===== src/rtl/mpu_store.sv =====
// Matrix store engine: fetches one register-file matrix into a local buffer and streams
// its elements over a valid/ready port. Define MPU_STORE_TRANSPOSE_EN for column-major output.
module mpu_store #(
  parameter int FP              = 32,
  parameter int M               = 4,
  parameter int N               = 4,
  parameter int MBITS           = $clog2(M),
  parameter int NBITS           = $clog2(N),
  parameter int MATRIX_REG_SIZE = 3
) (
  input  logic                             clk,
  input  logic                             rst,
  input  logic                             en,
  input  logic [MATRIX_REG_SIZE-1:0]       store_addr,
  output logic [MATRIX_REG_SIZE-1:0]       reg_store_addr,
  input  logic [M-1:0][N-1:0][FP-1:0]      reg_matrix_in,
  input  logic [MBITS:0]                   reg_m_in,
  input  logic [NBITS:0]                   reg_n_in,
  output logic [FP-1:0]                    element_out,
  output logic                             element_valid,
  input  logic                             element_ready,
  output logic                             element_last,
  output logic [MBITS:0]                   matrix_m_size,
  output logic [NBITS:0]                   matrix_n_size,
  output logic                             busy,
  output logic                             ack,
  output logic                             error,
  output logic [1:0]                       dbg_state
);

  // Handshake: an element transfers on a rising clk edge where element_valid && element_ready;
  // while valid is high and ready is low, element_out/element_last hold and valid stays high.
  typedef enum logic [1:0] {S_IDLE, S_FETCH, S_STREAM, S_DONE} state_t;

  localparam logic [MBITS:0] M_MAX = (MBITS+1)'(M);
  localparam logic [NBITS:0] N_MAX = (NBITS+1)'(N);

  state_t                          state_q, state_d;
  logic [MATRIX_REG_SIZE-1:0]      addr_q, addr_d;
  logic [M-1:0][N-1:0][FP-1:0]     buf_q, buf_d;
  logic [MBITS:0]                  m_q, m_d, row_q, row_d, msz_q, msz_d;
  logic [NBITS:0]                  n_q, n_d, col_q, col_d, nsz_q, nsz_d;
  logic                            err_q, err_d;

  logic [MBITS:0] m_last;
  logic [NBITS:0] n_last;
  logic           row_end, col_end, last_elem, bad_dims;

  assign m_last    = m_q - (MBITS+1)'(1);
  assign n_last    = n_q - (NBITS+1)'(1);
  assign row_end   = (row_q == m_last);
  assign col_end   = (col_q == n_last);
  assign last_elem = row_end && col_end;
  assign bad_dims  = (reg_m_in == '0) || (reg_n_in == '0) || (reg_m_in > M_MAX) || (reg_n_in > N_MAX);

  always_comb begin
    state_d = state_q;
    addr_d  = addr_q;
    buf_d   = buf_q;
    m_d     = m_q;
    n_d     = n_q;
    row_d   = row_q;
    col_d   = col_q;
    msz_d   = msz_q;
    nsz_d   = nsz_q;
    err_d   = err_q;
    case (state_q)
      S_IDLE: begin
        if (en) begin
          addr_d  = store_addr;
          state_d = S_FETCH;
        end
      end
      S_FETCH: begin
        buf_d = reg_matrix_in;
        m_d   = reg_m_in;
        n_d   = reg_n_in;
        row_d = '0;
        col_d = '0;
`ifdef MPU_STORE_TRANSPOSE_EN
        msz_d = (MBITS+1)'(reg_n_in);
        nsz_d = (NBITS+1)'(reg_m_in);
`else
        msz_d = reg_m_in;
        nsz_d = reg_n_in;
`endif
        if (bad_dims) begin
          err_d   = 1'b1;
          state_d = S_DONE;
        end else begin
          state_d = S_STREAM;
        end
      end
      S_STREAM: begin
        if (element_ready) begin
          if (last_elem) begin
            state_d = S_DONE;
          end
`ifdef MPU_STORE_TRANSPOSE_EN
          else if (row_end) begin
            row_d = '0;
            col_d = col_q + (NBITS+1)'(1);
          end else begin
            row_d = row_q + (MBITS+1)'(1);
          end
`else
          else if (col_end) begin
            col_d = '0;
            row_d = row_q + (MBITS+1)'(1);
          end else begin
            col_d = col_q + (NBITS+1)'(1);
          end
`endif
        end
      end
      S_DONE: begin
        err_d   = 1'b0;
        state_d = S_IDLE;
      end
      default: state_d = S_IDLE;
    endcase
  end

  always_ff @(posedge clk) begin
    if (!rst) begin
      state_q <= S_IDLE;
      addr_q  <= '0;
      m_q     <= '0;
      n_q     <= '0;
      row_q   <= '0;
      col_q   <= '0;
      msz_q   <= '0;
      nsz_q   <= '0;
      err_q   <= 1'b0;
    end else begin
      state_q <= state_d;
      addr_q  <= addr_d;
      buf_q   <= buf_d;
      m_q     <= m_d;
      n_q     <= n_d;
      row_q   <= row_d;
      col_q   <= col_d;
      msz_q   <= msz_d;
      nsz_q   <= nsz_d;
      err_q   <= err_d;
    end
  end

  // Element data is forced to zero outside STREAM so reset/idle outputs read as 0.
  assign element_valid  = (state_q == S_STREAM);
  assign element_out    = element_valid ? buf_q[row_q[MBITS-1:0]][col_q[NBITS-1:0]] : '0;
  assign element_last   = element_valid && last_elem;
  assign reg_store_addr = addr_q;
  assign matrix_m_size  = msz_q;
  assign matrix_n_size  = nsz_q;
  assign busy           = (state_q != S_IDLE);
  assign ack            = (state_q == S_DONE);
  assign error          = (state_q == S_DONE) && err_q;
  assign dbg_state      = state_q;

endmodule


===== config.mk =====
export PLATFORM = sky130hd
export DESIGN_NAME = mpu_store
export DESIGN_NICKNAME = d
export VERILOG_FILES = /design/src/rtl/mpu_store.sv
export SDC_FILE = /design/constraint.sdc
export NUM_CORES = 1
export LEC_CHECK = 0
export ABC_AREA = 0
export CAP_MARGIN = 30
export CORE_UTILIZATION = 40
export CTS_BUF_LIST = sky130_fd_sc_hd__clkbuf_8
export DETAILED_ROUTE_END_ITERATION = 10
export GPL_ROUTABILITY_DRIVEN = 0
export HOLD_SLACK_MARGIN = 0.05
export PLACE_DENSITY = 0.71
export SYNTH_ARGS = -nofsm -noshare
export SYNTH_HDL_FRONTEND = slang
export SYNTH_SLANG_ARGS = --single-unit

===== constraint.sdc =====
create_clock -name clk -period 91.9 [get_ports clk]
set_input_delay 22.975 -clock clk [delete_from_list [all_inputs] [get_ports clk]]
set_output_delay 22.975 -clock clk [all_outputs]
set_load 0.05 [all_outputs]

# --- Word level (Yosys, flattened, before mapping) ---
# Index checks and enable logic that the tools add are counted.
totals:
  register_bits: 530
  inputBits: 525
  wordCells: 80
op_classes:
  n_addsub: 4
  magnitude_cmp: 4
  eq_ne: 11
  mux: 20
  reduce_logical: 18
ops:
  columns: ["operator", "count"]
  rows:
  - ["$bmux W128 S2", 1]
  - ["$mux W128", 1]
  - ["$bmux W32 S2", 1]
  - ["$mux W32", 2]
  - ["$mux W3", 6]
  - ["$pmux W3 S2", 2]
  - ["$pmux W2 S4", 1]
  - ["$add A3 B1 Y3 const B", 2]
  - ["$eq A3 B3 Y1", 2]
  - ["$gt A3 B3 Y1 const B", 2]
  - ["$logic_not A3 Y1", 2]
  - ["$lt A2 B3 Y1 const B", 2]
  - ["$mux W2", 3]
  - ["$ne A2 B1 Y1 const B", 3]
  - ["$ne A2 B2 Y1 const B", 3]
  - ["$reduce_and A2 Y1", 3]
  - ["$reduce_and A3 Y1", 2]
  - ["$reduce_bool A2 Y1", 3]
  - ["$sub A3 B1 Y3 const B", 2]
  - ["$eq A2 B2 Y1 const B", 2]
  - ["$reduce_and A4 Y1", 1]
  - ["$logic_and A1 B1 Y1", 3]
  - ["$logic_or A1 B1 Y1", 3]
  - ["$eq A2 B1 Y1 const B", 1]
  - ["3 further kinds", 4]

# --- Depth between registers and ports, before layout ---
logic_depth:
  depth_word: 6
  mapped_depth: 8

# --- Worst setup path after synthesis ---
# Ideal clock, no wire load.
synth_path:
  path_type: "input port to flip-flop"
  startpoint: "in rst"
  endpoint: "reg buf_q[0] in the netlist's numbering (enable)"
  setup_ns: 1.402
  t_arrival_ns: 44.396
  path_slack_ns: 46.102
  path_stages: 3
  n_path_buf: 1
  path_cell_list: "inv_1 clkbuf_1 nor2_1"
synth_between:
  elab_chain_cells: 1
synth_lines:
  columns: ["element", "line_no", "rtl"]
  rows:
  - ["from (decl)", "12", "input logic rst,"]
  - ["$reduce_and A2 Y1 (no line)", null, null]
  - ["to (signal assigned)", "138", "buf_q <= buf_d;"]
  - ["to (decl)", "40", "logic [M-1:0][N-1:0][FP-1:0] buf_q, buf_d;"]
# No other way between the ends.
# A chain may end at the register's enable or synchronous reset.

# --- Worst setup path after layout ---
layout_path:
  startpoint: "reg row_q[1]"
  endpoint: "out element_out[26]"
layout_between:
  elab_chain_cells: 5
layout_lines:
  columns: ["element", "line_no", "rtl"]
  rows:
  - ["from (decl)", "41", "logic [MBITS:0] m_q, m_d, row_q, row_d, msz_q, msz_d;"]
  - ["from (signal assigned)", "141", "row_q <= row_d;"]
  - ["$bmux W128 S2", "151", "assign element_out = element_valid ? buf_q[row_q[MBITS-1:0]][col_q[NBITS-1:0]] : '0;"]
  - ["$mux W128 (implied by the code)", "151", null]
  - ["$bmux W32 S2", "151", null]
  - ["$mux W32 (implied by the code)", "151", null]
  - ["$mux W32", "151", null]
  - ["to (decl)", "19", "output logic [FP-1:0] element_out,"]
# No other way between the ends. The select of a mux whose other input is x is not followed.

==> summary.md <==
| Metric | Value |
|---|---|
| Power Total | 0.612 mW |
| # port buffers | 572 |
| Share of cells above drive strength 1 | 0.191 |
| R2r worst-path depth | 7 |
| Initial antenna violation count | 22 |
| Worst-path fanout max | 56 |
| Sw Ratio | 0.252 |
| Storage element area | 15700 sq um |
| Drt drc | 0 |
| Status | completed |
| Initial Util | 0.406 |
| CTS sink cnt | 530 |
| DR vias | 11300 |
| Yosys cell types | 35 |
| Post-synthesis register bit count | 530 |
| First-pass GRT wire length | about 76 mm |
| Average vias per placed instance | 5.04 |
| Leakage | 9.25 nW |
| CTS H-tree lvls | 3 |
| Worst path max stage delay | ~0.73 ns |
| TritonCTS clock tree | done |
| Internal | about 0.46 mW |
| Final Hold Viols | 0 |
| Clk buf depth | 3 |
| P&R area growth vs syn | 40.0% |
| Slowest stage cell, crit path | buf_4 |
| Final net count | 2027 |
| Pwr/cell area | 21.4 nW/um^2 |
| CTS resizes | 0 |
| Fillers | 3785 |
| Post-synth top area cell | edfxtp_1 |
| Largest net degree at the start of global routing | 175 |
| Syn. warnings | 0 |
| Asr flop ratio synth | 0 |
| CP top delay family | buffers and inverters |
| Final setup fails | 0 |
| RSZ-0062 raised after global routing | false |
| Hold Path Origin | reg_store_addr[0] |
| Syn Inst Count | 862 |
| Max frequency | 36.2 MHz |
| Post-synth top cells | 512 x edfxtp_1, 160 x mux4_2, 34 x and2_1, 18 x clkbuf_1, 18 x dfxtp_1 |
| Dominant synthesized flop cell | edfxtp_1 |
| Die height | 228 microns |
| CP Class | flop to output pin |
| GRT Total Usage | 0.202 |
| Top cells by area, synth | edfxtp_1 75%, mux4_2 18%, dfxtp_1 1.8% |
| Hold depth | 2 |
| Number of max-cap violations | 0 |
| Setup TNS | 0 ns |
| Clock Latency Late Sink | 0.68 ns |
| Post-synthesis sequential area ratio | 0.770 |
| Fin crit period | about 28 ns |
| Post-synth EDFFs | a little over 500 |
| FP Rows | 82 |
| Post-CTS Setup Inserts | 0 |
| CP arrival | 4.66 ns |
| HPWL Detailed | 36.8 mm |
| Reg clk slew, reported paths | ~0.060 ns |
| Full die area | between 50000 and 60000 sq um |
| Combinational Power Share | 0.158 |
| Multi-input gate area | 4410 sq um |
| Actual slew at the worst max-slew pin | 1.04 ns |
| Rel. slew slack | 0.304 |
| I/O pin count | roughly 570 |
| Final period utilization | 0.301 |
| Hold-fix buffers, CTS | 0 |
| Worst Hold Path EP | reg_store_addr[0] |
| Number of global-route vias before repair | 12300 |
| Synth top area share | 0.753 |
| CTS Buf Count | 87 |
| CP Cell Sequence | buf_4 > buf_4 > mux4_2 > mux4_2 > and2_1 > clkdlybuf4s50_1 |
| DR iter-0 viols | 793 |
| Post-Place Worst Slack | about 65 ns |
| Switching Power | 0.154 mW |
| Syn nets | 1396 |
| Top-count cell post-synth | edfxtp_1 |
| CTS root buf | clkbuf_8 |
| Req. time, crit path | 68.92 ns |
| Post-synthesis instance area | 20400 sq um |
| Slew Limit Fails | 0 |
| 1st-pass router iterations | 5 |
| Final WL | 52.1 mm |
| Buf+Inv Stages, Crit Path | 3 |
| Die Width | around 230 microns |
| Worst r2r src | dbg_state[1] |
| Remaining antenna violation count after routing | 0 |
| Routed len/inst | 23.2 microns |
| Reg-to-reg endpoint | buf_q[257] |
| Flop pwr share | 0.528 |
| Crit start category | flop |
| CORE AREA | 50300 sq um |
| Total global routing overflow | 0 |
| R2R Setup Slk | 88.00 ns |
| Worst vdd ir | 0.0117 mV |
| Setup Skew | between 0.02 and 0.025 ns |
| Final core utilization | 0.569 |
| Clock share of power | 0.313 |
| Hold Crit Class | flop to flop |
| CP Capture Type | output pin |
| Syn avg cell area | 23.7 sq um |
| Final WS setup | around 64 ns |
==> cell families (layout without fill, tap and decap cells) <==
family | after synthesis | in the layout | synth area share
flip-flops | 530 | 530 | 0.770
other | 0 | 14 | 0
multiplexers | 166 | 166 | 0.179
AO/OA/AOI/OAI | 21 | 21 | 0.00662
XOR/XNOR | 8 | 8 | 0.00484
adder cells (fa/ha/maj) | 9 | 9 | 0.00551
AND/OR/NAND/NOR | 72 | 72 | 0.0192
buffers and inverters | 56 | 751 | 0.0142
==> cell usage in the layout (no fill, tap or decap), types with 3 or more instances in the layout <==
master,synthesis,layout
ha_1,9,8
a21oi_1,6,6
clkinv_1,0,19
edfxtp_1,512,512
inv_1,12,30
clkbuf_8,0,92
o21ai_0,7,7
buf_4,1,8
nor2_1,11,10
diode_2,0,14
xor2_1,4,4
clkdlybuf4s50_1,0,572
clkinvlp_4,0,3
clkinv_2,0,17
nand2_1,7,7
nand3_1,11,11
mux4_2,160,160
mux2i_1,6,6
buf_16,0,4
dfxtp_4,0,3
dfxtp_1,18,14
and2_1,34,34
==> how the worst max path moves through the flow <==
stage | to | cells after the start | slack (ns) | from
floorplan | buf_q[0] | 3 | 46.10 | rst
global placement | buf_q[192] | 5 | 64.99 | rst
finish | element_out[26] | 6 | 64.26 | row_q[1]
detailed placement | element_out[10] | 6 | 64.95 | row_q[1]
CTS | element_out[10] | 6 | 64.21 | row_q[1]
global route | element_out[10] | 6 | 64.08 | row_q[1]
==> worst min-delay path: stages, from the launching register on <==
cell	delay [ns]
dfxtp_1	0.31
nand2_1	0.05
a21oi_1	0.05
==> area by class of cell <==
| type | count | share of cell area |
|---|---|---|
| clock inverters | 61 | 0.0113 |
| well taps | 672 | 0.0294 |
| clock buffers | 92 | 0.0443 |
| repair buffers | 586 | 0.207 |
| multi-input cells | 276 | 0.154 |
| diodes | 14 | 0.00122 |
| flip-flops and latches | 530 | 0.550 |
| inverters | 12 | 0.00157 |
==> routing by layer <==
metal / vias up / part of all wire / track usage
met5: - / 0.0029 / 0
met4: 24 / 0.024 / 0.0742
met3: 112 / 0.092 / 0.0775
met2: 494 / 0.52 / 0.339
met1: 5737 / 0.37 / 0.237
li1: 4944 / - / -
==> stage by stage <==
step           hold slack (ns)  std cells  area [sq um]
2_1_floorplan            0.514        862         20400
3_3_place_gp             0.446       2072         26900
3_5_place_dp             0.446       2074         26900
4_1_cts                  0.455       2227         28500
5_1_grt                  0.485       2239         28600
6_report                 0.458       2243         28600
==> power by group through the flow <==
| stage | Clock, mW | Sequential, mW | Combinational (mW) |
|---|---|---|---|
| after global routing | 0.207 | 0.326 | 0.103 |
| after floorplan | 0 | 0.360 | 0.0494 |
| final | 0.192 | 0.323 | 0.0969 |
| after global placement | 0 | 0.329 | 0.0914 |
| after detailed placement | 0 | 0.328 | 0.0961 |
| after CTS | 0.197 | 0.324 | 0.0965 |
==> flip-flops by register name, indices dropped and copies added (netlist names) <==
register and flops:
dbg_state 2, buf_q 512, row_q 3, matrix_m_size 3, reg_store_addr 3, err_q 1, col_q 3, matrix_n_size 3
(Power assumes the default switching activity.)
